**config.mk**
```make
export PLATFORM = sky130hd
export DESIGN_NAME = soc_periph_demux
export DESIGN_NICKNAME = d
export VERILOG_FILES = /design/src/rtl/soc_periph_demux.sv
export SDC_FILE = /design/constraint.sdc
export NUM_CORES = 1
export LEC_CHECK = 0
export ABC_AREA = 1
export CAP_MARGIN = 20
export CORE_AREA = 5 5 428 430
export DETAILED_ROUTE_END_ITERATION = 7
export DIE_AREA = 0 0 433 435
export HOLD_SLACK_MARGIN = 0.1
export PLACE_DENSITY_LB_ADDON = 0.2
export REMOVE_ABC_BUFFERS = 1
export SETUP_SLACK_MARGIN = 0.4
export SLEW_MARGIN = 20
export SYNTH_ARGS = -nofsm -noshare
export SYNTH_HDL_FRONTEND = slang
export SYNTH_SLANG_ARGS = --single-unit
```
**constraint.sdc**
```tcl
create_clock -name clk_i -period 4.4 [get_ports clk_i]
set_clock_uncertainty 0.1 [all_clocks]
set_input_delay 1.1 -clock clk_i [delete_from_list [all_inputs] [get_ports clk_i]]
set_output_delay 1.1 -clock clk_i [all_outputs]
set_load 0.03 [all_outputs]
```
**src/rtl/soc_periph_demux.sv**
```systemverilog
// rtl/soc_periph_demux.sv - single-master request/response demux over the SoC peripheral map
//
// Purpose:
//   Decodes each master request address against the fixed 11-region
//   peripheral map and forwards it to one slave port. Unmapped addresses go to
//   an internal error responder (target index NumSlv). All in-flight requests
//   share one target, so responses return in request order without a
//   reorder buffer.
//
// Ports:
//   clk_i, rst_ni           clock, asynchronous active-low reset
//   req_*_i / req_ready_o   master request channel (valid/ready)
//   slv_req_valid_o         one-hot request valid, one bit per slave
//   slv_req_ready_i         per-slave request ready
//   slv_addr_o/we/wdata/be  shared request payload, combinational copy of req_*
//   slv_rsp_valid_i         per-slave response valid
//   slv_rsp_ready_o         per-slave response ready (only the current target)
//   slv_rsp_rdata_i         per-slave read data, slave i at [i*DataWidth +: DataWidth]
//   slv_rsp_err_i           per-slave error flag
//   rsp_*_o / rsp_ready_i   master response channel (valid/ready)
//   outstanding_o           number of in-flight requests
//   spurious_o              pulses while any slave responds out of turn

module soc_periph_demux #(
  parameter int unsigned NumSlv         = 11,
  parameter int unsigned MaxOutstanding = 4,
  parameter int unsigned DataWidth      = 64
) (
  input  logic                          clk_i,
  input  logic                          rst_ni,

  input  logic                          req_valid_i,
  output logic                          req_ready_o,
  input  logic [63:0]                   req_addr_i,
  input  logic                          req_we_i,
  input  logic [DataWidth-1:0]          req_wdata_i,
  input  logic [DataWidth/8-1:0]        req_be_i,

  output logic [NumSlv-1:0]             slv_req_valid_o,
  input  logic [NumSlv-1:0]             slv_req_ready_i,
  output logic [63:0]                   slv_addr_o,
  output logic                          slv_we_o,
  output logic [DataWidth-1:0]          slv_wdata_o,
  output logic [DataWidth/8-1:0]        slv_be_o,

  input  logic [NumSlv-1:0]             slv_rsp_valid_i,
  output logic [NumSlv-1:0]             slv_rsp_ready_o,
  input  logic [NumSlv*DataWidth-1:0]   slv_rsp_rdata_i,
  input  logic [NumSlv-1:0]             slv_rsp_err_i,

  output logic                          rsp_valid_o,
  input  logic                          rsp_ready_i,
  output logic [DataWidth-1:0]          rsp_rdata_o,
  output logic                          rsp_err_o,

  output logic [3:0]                    outstanding_o,
  output logic                          spurious_o
);

  // Target index NumSlv is the internal error responder.
  localparam logic [3:0] ErrIdx = 4'(NumSlv);
  localparam logic [3:0] MaxCnt = 4'(MaxOutstanding);

  // Region table in slave-port order; the end bound is exclusive.
  localparam logic [63:0] RegionBase [0:10] = '{
    64'h0000_0000_8000_0000,  // DRAM
    64'h0000_0000_4001_0000,  // Trigger
    64'h0000_0000_4000_0000,  // GPIO
    64'h0000_0000_3000_0000,  // Ethernet
    64'h0000_0000_2000_0000,  // SPI
    64'h0000_0000_1800_0000,  // Timer
    64'h0000_0000_1000_0000,  // UART
    64'h0000_0000_0C00_0000,  // PLIC
    64'h0000_0000_0200_0000,  // CLINT
    64'h0000_0000_0001_0000,  // ROM
    64'h0000_0000_0000_0000   // Debug
  };

  localparam logic [63:0] RegionLen [0:10] = '{
    64'h0000_0000_4000_0000,
    64'h0000_0000_0000_1000,
    64'h0000_0000_0000_1000,
    64'h0000_0000_0001_0000,
    64'h0000_0000_0080_0000,
    64'h0000_0000_0000_1000,
    64'h0000_0000_0000_1000,
    64'h0000_0000_03FF_FFFF,
    64'h0000_0000_000C_0000,
    64'h0000_0000_0001_0000,
    64'h0000_0000_0000_1000
  };

  logic [3:0]           cnt;
  logic [3:0]           cur_tgt;
  logic [3:0]           dec_tgt;
  logic                 accept_ok;
  logic                 req_accept;
  logic                 rsp_hs;
  logic                 sel_rsp_valid;
  logic [DataWidth-1:0] sel_rsp_rdata;
  logic                 sel_rsp_err;

  // Shared request payload is a plain pass-through.
  assign slv_addr_o  = req_addr_i;
  assign slv_we_o    = req_we_i;
  assign slv_wdata_o = req_wdata_i;
  assign slv_be_o    = req_be_i;

  // Address decode: regions are disjoint, so at most one hit.
  always_comb begin
    dec_tgt = ErrIdx;
    for (int i = 0; i < 11; i++) begin
      if (req_addr_i >= RegionBase[i] &&
          req_addr_i < (RegionBase[i] + RegionLen[i])) begin
        dec_tgt = 4'(i);
      end
    end
  end

  // Switching target only when nothing is in flight keeps responses ordered.
  // Both terms use the registered count, so a response completing the last
  // transaction this cycle does not yet allow a switch.
  assign accept_ok = rst_ni && (cnt < MaxCnt) &&
                     ((cnt == 4'd0) || (dec_tgt == cur_tgt));

  always_comb begin
    req_ready_o     = 1'b0;
    slv_req_valid_o = '0;
    if (accept_ok) begin
      if (dec_tgt == ErrIdx) begin
        req_ready_o = 1'b1;
      end else begin
        for (int i = 0; i < NumSlv; i++) begin
          if (dec_tgt == 4'(i)) begin
            req_ready_o        = slv_req_ready_i[i];
            slv_req_valid_o[i] = req_valid_i;
          end
        end
      end
    end
  end

  assign req_accept = req_valid_i && req_ready_o;

  // Select the current target's response lane.
  always_comb begin
    sel_rsp_valid = 1'b0;
    sel_rsp_rdata = '0;
    sel_rsp_err   = 1'b0;
    for (int i = 0; i < NumSlv; i++) begin
      if (cur_tgt == 4'(i)) begin
        sel_rsp_valid = slv_rsp_valid_i[i];
        sel_rsp_rdata = slv_rsp_rdata_i[i*DataWidth +: DataWidth];
        sel_rsp_err   = slv_rsp_err_i[i];
      end
    end
  end

  always_comb begin
    rsp_valid_o     = 1'b0;
    rsp_rdata_o     = '0;
    rsp_err_o       = 1'b0;
    slv_rsp_ready_o = '0;
    if (cnt != 4'd0) begin
      if (cur_tgt == ErrIdx) begin
        rsp_valid_o = 1'b1;
        rsp_err_o   = 1'b1;
      end else begin
        rsp_valid_o = sel_rsp_valid;
        rsp_rdata_o = sel_rsp_rdata;
        rsp_err_o   = sel_rsp_err;
        for (int i = 0; i < NumSlv; i++) begin
          if (cur_tgt == 4'(i)) begin
            slv_rsp_ready_o[i] = rsp_ready_i;
          end
        end
      end
    end
  end

  assign rsp_hs = rsp_valid_o && rsp_ready_i;

  // A slave is out of turn when it is not the current target or nothing is
  // in flight; its response is left unconsumed.
  always_comb begin
    spurious_o = 1'b0;
    if (rst_ni) begin
      for (int i = 0; i < NumSlv; i++) begin
        if (slv_rsp_valid_i[i] && ((cur_tgt != 4'(i)) || (cnt == 4'd0))) begin
          spurious_o = 1'b1;
        end
      end
    end
  end

  always_ff @(posedge clk_i or negedge rst_ni) begin
    if (!rst_ni) begin
      cnt     <= 4'd0;
      cur_tgt <= 4'd0;
    end else begin
      if (req_accept) begin
        cur_tgt <= dec_tgt;
      end
      if (req_accept && !rsp_hs) begin
        cnt <= cnt + 4'd1;
      end else if (!req_accept && rsp_hs) begin
        cnt <= cnt - 4'd1;
      end
    end
  end

  assign outstanding_o = cnt;

endmodule

```
# Word-level counts from Yosys, hierarchy flattened
# Cells that the tools add are included.
# word_totals
regBits	8
in_bits	878
out_inout_bits	231
wordCells	211
# op_classes
add_sub_neg	2
magnitude_cmp	23
n_eq_ne	33
mux	103
n_reduce_logical	48
# ops
operator	n
two-way mux 64 bit	13
greater-or-equal comparator 64 x 29 -> 1 bit (second input constant)	2
greater-or-equal comparator 64 x 30 -> 1 bit (second input constant)	2
greater-or-equal comparator 64 x 31 -> 1 bit (second input constant)	2
< comparator 64 x 29 -> 1 bit (second input constant)	2
< comparator 64 x 30 -> 1 bit (second input constant)	2
< comparator 64 x 31 -> 1 bit (second input constant)	2
two-way mux 1 bit	73
greater-or-equal comparator 64 x 1 -> 1 bit (second input constant)	1
greater-or-equal comparator 64 x 17 -> 1 bit (second input constant)	1
greater-or-equal comparator 64 x 26 -> 1 bit (second input constant)	1
greater-or-equal comparator 64 x 28 -> 1 bit (second input constant)	1
greater-or-equal comparator 64 x 32 -> 1 bit (second input constant)	1
< comparator 64 x 13 -> 1 bit (second input constant)	1
< comparator 64 x 18 -> 1 bit (second input constant)	1
< comparator 64 x 26 -> 1 bit (second input constant)	1
< comparator 64 x 28 -> 1 bit (second input constant)	1
< comparator 64 x 32 -> 1 bit (second input constant)	1
two-way mux 4 bit	13
two-way mux 11 bit	4
== test 4 x 3 -> 1 bit (second input constant)	8
== test 4 bit (second input constant)	8
logical AND 1 bit	28
== test 4 x 2 -> 1 bit (second input constant)	4
14 further kinds	36

# Depth between registers and ports, before layout
# depth
depth_word	32
mapped_depth	30
depth_no_buf	29

# Worst setup path before layout
# OpenSTA, ideal clock, no wires.
# synth_timing
path_type	input port to output port
startpoint	input port req_addr_i[61]
endpoint	output port slv_req_valid_o[10]
arrival_time_ns	3.049
required_time_ns	3.200
path_slack_ns	0.151
cell_stages	17
n_path_buf	1
path_cell_list	nor2_1 nand2_1 nor2_1 nand2_1 nor2_4 buf_6 nand4_1 nand2_1 nor2_1 xor2_1 nor2_1 nand2_1 nand2_2 nand2_4 nor2_8 inv_2 nor2_1
# synth_via
elab_chain_cells	17
elab_cells_between_ends	52
classes_between	order compare: 22; eq/ne: 3; mux: 14; reduce/logical: 13
# synth_rtl
item	line	rtl
start: declaration	34	input logic [63:0] req_addr_i,
greater-or-equal comparator 64 x 32 -> 1 bit or < comparator 64 x 32 -> 1 bit (tied branches)	113, 114	
logical AND 1 bit	113	if (req_addr_i >= RegionBase[i] &&
two-way mux 4 bit (10 in series)	113	
two-way mux 4 bit (*)	113	
== test 4 bit (on tied branches)	134, 124	
two-way mux 1 bit or logical OR 1 bit (tied branches)	134, 124	
two-way mux 11 bit or logical AND 1 bit (tied branches)	130, 123	
two-way mux 11 bit (*)	129	if (accept_ok) begin
end: declaration	39	output logic [NumSlv-1:0] slv_req_valid_o,
# Mark *: on every way between the ends. The rest lies on a longest branch, timed or not.

# Worst setup path in the final report
# layout_timing
startpoint	input port req_addr_i[53]
endpoint	output port slv_req_valid_o[3]
# layout_via
elab_chain_cells	17
elab_cells_between_ends	52
classes_between	order compare: 22; eq/ne: 3; mux: 14; reduce/logical: 13
# layout_rtl
item	line
greater-or-equal comparator 64 x 32 -> 1 bit or < comparator 64 x 32 -> 1 bit (tied branches)	113, 114
logical AND 1 bit	113
two-way mux 4 bit (10 in series)	113
two-way mux 4 bit (*)	113
== test 4 x 2 -> 1 bit or == test 4 bit (tied branches)	134, 124
two-way mux 1 bit or logical OR 1 bit (tied branches)	134, 124
two-way mux 11 bit or logical AND 1 bit (tied branches)	130, 123
two-way mux 11 bit (*)	129
# Marks and branches as above.

==> run_results.csv <==
group,metric,value,unit
outcome,status,"finished with violations",
outcome,violations,"setup timing",
setup_path,worst-setup-path-type,"in -> out",
cells_and_area,most-common-layout-cells,"clkdlybuf4s50_1, nand2_1, buf_4",
clock_tree,clockBufferDepth,2,
clock_tree,cts.root.buffer_cell,"clkbuf_16",
power_and_ir_drop,p_per_area,556,nW/um^2
cells_and_area,drive_gt1_share,38.4,%
logic_synthesis,synth_compound_area_share,23.2,%
sta,period_needed,4.59,ns
setup_path,crit_path_end_kind,"output pin",
clock_tree,cts.reportedPaths.clkPinSlew,0.04,ns
logic_synthesis,synth_ff_type,"dfrtp_1",
cells_and_area,nets,3608,
drt,routedWlPerCell,33.2,um
sta,worst_slack,-0.186,ns
clock_tree,clock_sinks,8,
setup_path,rrSetupSlack,0.79,ns
floorplanning,die_width,433,um
setup_path,setup.worst_path.start_class,"input port",
sta,rsz0062_at_grt,"yes",
sta,fin_crit_sh,104,%
power_and_ir_drop,power.switching,8420,uW
logic_synthesis,synthMuxAreaShare,0,%
placed_design,dpl.hpwl,142000,um
floorplanning,start_util,4.63,%
cells_and_area,nFillCells,20495,
sta,fmax,0.218,GHz
cells_and_area,syn2layout_area_growth,229,%
power_and_ir_drop,intPower,6760,uW
grt,grt.overflow.total,0,
grt,grt_max_degree,38,
logic_synthesis,yosysTopAreaCell,"nand2_1",
clock_tree,cts_max_level,1,
setup_path,critPathMaxFanout,6,
setup_path,cp.arrival,3.39,ns
floorplanning,dieArea,188000,um^2
logic_synthesis,synth_edf_count,0,
setup_path,r2r_start,"cur_tgt[1]",
logic_synthesis,syn_inst,1596,
power_and_ir_drop,cellLeakagePower,0.0112,uW
clock_tree,clk_latency,0.24,ns
floorplanning,row_count,156,
floorplanning,boundaryPins,1109,
floorplanning,fp.dieH,435,um
drt,vias,17401,
logic_synthesis,synth_seq_cells,8,
hold_path,hp-start,"outstanding_o[3]",
power_and_ir_drop,seqPwrFrac,1.1,%
drt,drtIter0Drc,1267,
cells_and_area,layout_commonest_cell,"clkdlybuf4s50_1",
logic_synthesis,synth_area,8310,um^2
placed_design,port_buffers,962,
grt,grt_pass1_wl,202000,um
drt,ant_nets,0,
hold_path,worst_hold_path_type,"reg -> reg",
logic_synthesis,syn_avg_cell_area,5.20,um^2
logic_synthesis,yosys.area_share.xor_xnor,0.422,%
drt,first_pass_iters,5,
grt,grt_pass1_vias,17067,
logic_synthesis,yosysWarnings,0,
drt,viasPerCell,3.41,
drt,routed_wl,169000,um
logic_synthesis,synth_top_family_by_area,"simple AND/OR/NAND/NOR gates",
setup_path,critPathLaunch,"req_addr_i[53]",
placed_design,placed_area,21900,um^2
cells_and_area,final_area,27300,um^2
power_and_ir_drop,vdd_drop_max,0.261,mV
logic_synthesis,synth.distinct_cells,47,
clock_tree,cts_buffers,3,
sta,maxSlewHeadroom,61.0,%
sta,slew_viol_final,0,
cells_and_area,seqCellArea,203,um^2
cells_and_area,multi_input_area,8850,um^2
floorplanning,core,179000,um^2
grt,antenna_found_initial,71,
logic_synthesis,yosysSeqAreaShare,2.41,%
setup_path,required,3.20,ns
sta,setup_viol,13,
sta,finalHoldViolCount,0,
logic_synthesis,yosys-top-cells-area,"nand2_1, nand3_1, buf_4",
drt,drc_errors,0,
grt,grt_util_all_layers,16.5,%
sta,setup-tns-final,-1.91,ns
placed_design,gp_congestion,0.870,
clock_tree,cts_tree,"yes",
run,cap_violations,0,
sta,tightestPinTransition,0.583,ns
logic_synthesis,synthAdderAreaFrac,0.693,%
logic_synthesis,async_reset_ff_share,100,%
sta,hold_ws,0.414,ns
logic_synthesis,synthSimpleGateAreaFrac,50.2,%
logic_synthesis,synth_top_area_share,19.8,%
power_and_ir_drop,clkPwrFrac,1.0,%
power_and_ir_drop,swShare,55.4,%
power_and_ir_drop,comb_power_share,97.9,%
-- synthesized netlist by cell type, types with 2 or more instances --
cell / count
nand3b_1: 2
buf_4: 138
ha_1: 3
o211ai_1: 20
nand2_1: 439
a21boi_0: 4
a41oi_1: 10
inv_1: 109
xnor2_1: 2
buf_6: 2
o221ai_1: 3
nor3_1: 17
dfrtp_1: 8
o2111ai_1: 5
o21ai_0: 60
nand2_4: 4
nor2_4: 4
and3_1: 3
a221oi_1: 68
nand2_2: 5
nand3_1: 254
buf_2: 16
inv_2: 6
o21ai_1: 2
a31oi_1: 6
nor2_1: 147
a221o_1: 28
a21oi_1: 62
nor2_2: 13
buf_1: 22
clkbuf_1: 70
xor2_1: 2
nand4_1: 48
-- per-stage QoR --
| stage | utilization [%] | instances | power [uW] | setup slack, ns |
|---|---|---|---|---|
| after floorplan | - | 1348 | 4370 | -2.62 |
| after CTS | 13.8 | 5023 | 13800 | -0.245 |
| final | 15.2 | 5107 | 15200 | -0.186 |
| after global routing | 15.2 | 5097 | 16000 | -0.395 |
| after detailed placement | 12.2 | 4927 | 11500 | -0.760 |
| after global placement | 12.2 | 4927 | 11500 | -0.776 |
-- sequential cells by signal, summed over array words and instances, names as in the netlist --
name	count
outstanding_o	4
cur_tgt	4
-- worst paths after layout --
check	cells past startpoint	end
min in group asynchronous	2	outstanding_o[2]
max reg2reg	27	outstanding_o[3]
min reg2reg	1	outstanding_o[3]
max	21	slv_req_valid_o[3]
min	1	outstanding_o[3]
max in group asynchronous	2	cur_tgt[1]
-- kinds of logic after synthesis --
kind of cell / after synthesis
buffers and inverters: 364
AOI/OAI and AO/OA: 274
and+or+nand+nor: 942
xor gates and xnor gates: 4
adders and majority gates: 4
DFF: 8
-- timing repair --
item | CTS | global route
cloned | 11 | 13
setup endpoints to repair | 86 | 86
buffers inserted | 82 | 58
hold buffers | 0 | 0
pin swaps | 226 | 252
resized for setup | 837 | 429
-- area by class of cell --
class                           instances  area share, %
Clock buffer                            3          0.275
Inverter                              116           1.86
Tap cell                             2370           10.9
Antenna cell                           13          0.119
Sequential cell                         8          0.742
Timing Repair Buffer                 1373           53.7
Multi-Input combinational cell       1224           32.4
-- layer usage --
layer	track usage, %	routed length (um)	vias up	part of all wire [%]
met5	5.58	1610	-	0.95
met4	1.14	3080	28	1.8
met3	9.68	22600	184	13
met2	27.1	76800	1016	45
met1	19.0	65400	8471	39
li1	-	-	7702	-
-- worst max-delay path, stage by stage --
cell     delay (ns)
buf_6          0.10
nor2_4         0.09
nand2_2        0.07
nor2_4         0.15
nand2_2        0.08
nor2_4         0.21
buf_12         0.14
buf_16         0.11
nand4_1        0.09
nand2_2        0.11
nor2_4         0.05
xor2_1         0.15
nor2_1         0.10
nand2_1        0.07
nand2_2        0.09
nand2_4        0.07
nor2_8         0.15
inv_4          0.07
buf_12         0.14
nor2_4         0.09
buf_6          0.13
-- power groups by stage --
stage | registers [uW] | clock network (uW) | logic [uW]
4_1_cts | 162 | 158 | 13500
6_report | 164 | 157 | 14900
3_5_place_dp | 171 | 0 | 11300
5_1_grt | 169 | 164 | 15700
3_3_place_gp | 171 | 0 | 11400
2_1_floorplan | 183 | 0 | 4190
No activity file was read; power rests on OpenSTA's default activity.
